### src/rtl/pat_tx_pkg.sv
// rtl/pat_tx_pkg.sv - shared states and frame constants for the marker-frame transmitter
package pat_tx_pkg;

  typedef enum logic [2:0] {
    IDLE,
    MARK,
    GUARD,
    DATA,
    TAIL
  } state_e;

  localparam int   MARK_LEN  = 3;
  localparam int   RUN_MAX   = 2;
  localparam logic GUARD_BIT = 1'b0;
  localparam logic TAIL_BIT  = 1'b0;

endpackage

### src/rtl/pat_tx_sreg.sv
// rtl/pat_tx_sreg.sv - payload load/shift-right register; hold freezes it during non-data cycles
module pat_tx_sreg #(
  parameter int WIDTH = 8
) (
  input  logic             ck,
  input  logic             rst,
  input  logic             load_i,
  input  logic             hold_i,
  input  logic [WIDTH-1:0] data_i,
  output logic             lsb_o
);

  logic [WIDTH-1:0] sreg_q;

  always_ff @(negedge ck or posedge rst) begin
    if (rst) begin
      sreg_q <= '0;
    end else if (load_i) begin
      sreg_q <= data_i;
    end else if (!hold_i) begin
      sreg_q <= {1'b0, sreg_q[WIDTH-1:1]};
    end
  end

  assign lsb_o = sreg_q[0];

endmodule

### src/rtl/pat_tx.sv
// rtl/pat_tx.sv - serial marker-frame transmitter (111 marker, guard 0, LSB-first data, tail 0)
// Zero-stuffing of the data section is built only when PAT_TX_STUFF_EN is defined.
module pat_tx
  import pat_tx_pkg::*;
#(
  parameter int WIDTH = 8
) (
  input  logic             ck,
  input  logic             rst,
  input  logic             start,
  input  logic [WIDTH-1:0] data,
  output logic             a,
  output logic             busy,
  output logic             done
);

  localparam int IDX_W = $clog2(WIDTH);

  state_e           state_q;
  logic             a_q;
  logic             busy_q;
  logic             done_q;
  logic [1:0]       mcnt_q;
  logic [IDX_W-1:0] idx_q;
  logic             last_q;
  logic             lsb;
  logic             load;
  logic             shift;
  logic             stuff_now;

`ifdef PAT_TX_STUFF_EN
  logic [1:0] run_q;
  logic [1:0] run_base;

  // GUARD clears the run, so the first data bit counts from zero.
  assign run_base  = (state_q == GUARD) ? 2'd0 : run_q;
  assign stuff_now = (state_q == DATA) && !last_q && (run_q == 2'(RUN_MAX));
`else
  assign stuff_now = 1'b0;
`endif

  assign load  = (state_q == IDLE) && start;
  assign shift = (state_q == GUARD) || ((state_q == DATA) && !last_q && !stuff_now);

  pat_tx_sreg #(.WIDTH(WIDTH)) u_sreg (
    .ck     (ck),
    .rst    (rst),
    .load_i (load),
    .hold_i (!shift),
    .data_i (data),
    .lsb_o  (lsb)
  );

  always_ff @(negedge ck or posedge rst) begin
    if (rst) begin
      state_q <= IDLE;
      a_q     <= 1'b0;
      busy_q  <= 1'b0;
      done_q  <= 1'b0;
      mcnt_q  <= '0;
      idx_q   <= '0;
      last_q  <= 1'b0;
`ifdef PAT_TX_STUFF_EN
      run_q   <= '0;
`endif
    end else begin
      case (state_q)
        IDLE: begin
          a_q    <= 1'b0;
          done_q <= 1'b0;
          if (start) begin
            busy_q  <= 1'b1;
            a_q     <= 1'b1;
            mcnt_q  <= 2'd1;
            idx_q   <= '0;
            last_q  <= 1'b0;
            state_q <= MARK;
          end
        end
        MARK: begin
          if (mcnt_q == 2'(MARK_LEN)) begin
            a_q     <= GUARD_BIT;
            state_q <= GUARD;
          end else begin
            a_q    <= 1'b1;
            mcnt_q <= mcnt_q + 2'd1;
          end
        end
        GUARD, DATA: begin
          // The tail 0 breaks any run left by the final bit, so no stuff is needed there.
          if ((state_q == DATA) && last_q) begin
            a_q     <= TAIL_BIT;
            done_q  <= 1'b1;
            last_q  <= 1'b0;
            state_q <= TAIL;
          end else if (stuff_now) begin
            a_q <= 1'b0;
`ifdef PAT_TX_STUFF_EN
            run_q <= '0;
`endif
          end else begin
            a_q     <= lsb;
            idx_q   <= idx_q + 1'b1;
            last_q  <= (idx_q == IDX_W'(WIDTH - 1));
            state_q <= DATA;
`ifdef PAT_TX_STUFF_EN
            run_q <= lsb ? run_base + 2'd1 : 2'd0;
`endif
          end
        end
        TAIL: begin
          a_q     <= 1'b0;
          done_q  <= 1'b0;
          busy_q  <= 1'b0;
          state_q <= IDLE;
        end
        default: state_q <= IDLE;
      endcase
    end
  end

  assign a    = a_q;
  assign busy = busy_q;
  assign done = done_q;

endmodule

### config.mk
export PLATFORM = sky130hd
export DESIGN_NAME = pat_tx
export DESIGN_NICKNAME = d
export VERILOG_FILES = /design/src/rtl/pat_tx_pkg.sv /design/src/rtl/pat_tx_sreg.sv /design/src/rtl/pat_tx.sv
export SDC_FILE = /design/constraint.sdc
export NUM_CORES = 1
export LEC_CHECK = 0
export CORE_MARGIN = 2
export CORE_UTILIZATION = 45
export CTS_BUF_LIST = sky130_fd_sc_hd__clkbuf_16
export CTS_CLUSTER_DIAMETER = 80
export CTS_CLUSTER_SIZE = 40
export DETAILED_ROUTE_END_ITERATION = 8
export GPL_TIMING_DRIVEN = 1
export PLACE_DENSITY = 0.69
export SYNTH_ARGS = -nofsm -noshare
export SYNTH_HDL_FRONTEND = slang
export SYNTH_SLANG_ARGS = --single-unit
### constraint.sdc
create_clock -name ck -period 3.8 [get_ports ck]
set_input_delay 0.57 -clock ck [delete_from_list [all_inputs] [get_ports ck]]
set_output_delay 0.57 -clock ck [all_outputs]
set_load 0.05 [all_outputs]
==> impl_metrics.tcl <==
set metrics [dict create \
    synth_edf_count 0 \
    drive_above_1_share 0.156 \
    critPathTopFamily "compound AO/OA/AOI/OAI gates" \
    critPathBufInv 1 \
    required_ns 2.02 \
    synth_top_area_cell "dfrtn_1" \
    synth.cell_area_sq_um 912 \
    p_per_area_mw_per_mm2 916 \
    fin_ws_ns 0.269 \
    fp.coreArea_sq_mm 0.00194 \
    fin_nets 105 \
    pin_count 14 \
    yosys_warnings 0 \
    max_cap_viol_count 0 \
    worst_setup_path_end_kind "flip-flop" \
    wl_microns 1630 \
    synth_nets 89 \
    area_growth_syn_to_layout_pct 27.6 \
    detail_route.vias_per_cell 5.26 \
    numPortBuffers 13 \
    ir_worst_vdd_uv 495 \
    cts_sinks 20 \
    ys_ff_latch 20 \
    htreeDepth 1 \
    dr.pass1.iters 4 \
    rows 16 \
    synthArstFlopShare 1.00 \
    hold_viol 0 \
    synth_top_family_by_area "compound AO/OA/AOI/OAI gates" \
    synth-compound-area-share 0.192 \
    grt_usage 0.159 \
    p_clk_frac 0.270 \
    fin_tns_setup_ns 0 \
    status "complete, no violations" \
    cts_resized 0 \
    slowest_delay_ns 0.47 \
    power_leakage_nw 0.555 \
    drtAntennaViolNets 0 \
    fill_cells 162 \
    place_congestion 0.711 \
    syn_inst 75 \
    setup_violations 0 \
    worstPathCellList "clkdlybuf4s50_1 -> nor4b_4 -> a21oi_2 -> a221o_1" \
    die_h_microns 49.0 \
    drv_slew 0 \
    drtIter0Drc 9 \
    clockBufferDepth 2 \
    wire_per_inst_microns 13.9 \
    pre_cts_slack_ns -0.0350 \
    cts_tree "yes" \
    synth_mux_area_frac 0.0123 \
    rsz0062_at_grt "no" \
    die_area_sq_mm 0.00240 \
    design_area_sq_mm 0.00116 \
    multi_input_area_sq_um 372 \
    drc 0 \
    clock_skew_ns 0.00356 \
    seqCellArea_sq_um 500 \
    dp_hpwl_microns 1130 \
    grt_pass1_wl_microns 2910 \
    startpoint_type "input port" \
    cts_hold_buf 0 \
    root_buffer "clkbuf_16" \
    clk_pin_slew_ns 0.04 \
    switchingPower_w 0.000358 \
    cts_buffers 3 \
    synth-simple-area-share 0.162 \
    grt_pass1_vias 612 \
    overflow 0 \
    clock_latency_ns 0.28 \
    hp-class "reg -> reg" \
    netlist-cell-type-count 24 \
    dr_total_vias 615 \
    switching_share 0.336 \
    postCtsSetupBuffers 0 \
    worstPathMaxFanout 12 \
    arrival_ns 1.75 \
    ys_top_cells_by_area "dfrtn_1 55%, a221o_1 7.7%, and3_1 5.5%" \
    ys_seq_area_frac 0.549 \
    netlist.area_leader.share 0.549 \
    synthXorXnorAreaFrac 0 \
    critPathSlowestCell "clkdlybuf4s50_1" \
    worstMarginPinSlew_ns 0.509 \
    antennaDiodeCount 0 \
    chipWidth_microns 49.0 \
    mostFrequentLayoutCells "20 x dfrtn_1, 10 x clkdlybuf4s50_1, 8 x and3_1" \
    final_common_cell "dfrtn_1" \
    place_area_sq_mm 0.00106 \
    syn_area_per_cell_sq_um 12.2 \
    pwr-share-seq 0.372 \
    relSlewSlack 0.660 \
    ys.flop_type "dfrtn_1" \
    grt_max_degree 21 \
    p_int_w 0.000708 \
    synth_fa_ha_area_frac 0.0412 \
    criticalPathCategory "in -> reg" \
    start_util 0.470 \
    power_frac_comb 0.359 \
    antenna_found_initial 0 \
]
state kept, by name, indices dropped and copies added, names as in the netlist:
| name | flops |
|---|---|
| done | 1 |
| busy | 1 |
| idx_q | 3 |
| u_sreg.sreg_q | 8 |
| state_q | 3 |
| mcnt_q | 2 |
| a | 1 |
| last_q | 1 |
final timing paths:
path,startpoint,endpoint,slack [ns],depth (start not counted)
setup / recovery,start,u_sreg.sreg_q[3],0.27,4
hold / removal,mcnt_q[0],mcnt_q[0],0.41,1
setup reg to reg,state_q[1],u_sreg.sreg_q[3],2.15,3
hold reg to reg,mcnt_q[0],mcnt_q[0],0.41,1
max in group asynchronous,rst,u_sreg.sreg_q[6],1.16,3
min in group asynchronous,rst,idx_q[2],2.40,3
power by group through the flow:
| stage | registers, W | clock network [W] | logic (W) |
|---|---|---|---|
| 2_1_floorplan | 0.000410 | 0 | 0.000292 |
| 3_3_place_gp | 0.000396 | 0 | 0.000378 |
| 3_5_place_dp | 0.000398 | 0 | 0.000383 |
| 4_1_cts | 0.000397 | 0.000289 | 0.000389 |
| 5_1_grt | 0.000412 | 0.000301 | 0.000430 |
| 6_report | 0.000396 | 0.000287 | 0.000382 |
layout make-up:
| cell class | count | area share |
|---|---|---|
| Clock buffer | 3 | 0.0645 |
| Clock inverter | 1 | 0.0258 |
| Tap cell | 27 | 0.0290 |
| Inverter | 2 | 0.00645 |
| Multi-Input combinational cell | 48 | 0.319 |
| Timing Repair Buffer | 16 | 0.125 |
| Sequential cell | 20 | 0.430 |
synthesized netlist by cell type, drive strengths merged (2+ instances only):
cell    number
nand2        3
and3         8
a221o        7
nand2b       2
o21ai        2
a22o         4
a21oi        7
buf          4
dfrtn       20
nor2         4
nor4b        2
inv          2
ha           3
worst register-to-register path, cell delays in order, from the launching register on:
cell and delay (ns):
dfrtn_1 0.60, and2b_1 0.35, a21oi_2 0.20, a221o_1 0.34
cells by family (layout without fill, tap and decap cells):
group | count (synthesis) | in the layout
AND/OR/NAND/NOR | 22 | 22
adder cells (fa/ha/maj) | 3 | 3
AO/OA/AOI/OAI | 22 | 22
multiplexers | 1 | 1
buffers and inverters | 7 | 22
flip-flops | 20 | 20
through the flow:
stage / utilization / total power, W / hold slack (ns) / std cells
4_1_cts: 0.599 / 0.00108 / 0.418 / 117
3_3_place_gp: 0.545 / 0.000774 / 0.424 / 113
3_5_place_dp: 0.545 / 0.000782 / 0.419 / 113
2_1_floorplan: - / 0.000702 / 0.386 / 75
5_1_grt: 0.599 / 0.00114 / 0.433 / 117
6_report: 0.599 / 0.00107 / 0.412 / 117
per-layer routing:
layer,GRT usage,vias up,share of wire
li1,-,311,-
met3,0.0307,2,0.039
met4,0.0714,0,0.014
met2,0.244,11,0.43
met5,0,-,0
met1,0.219,291,0.51
No activity file was read; power rests on OpenSTA's default activity.
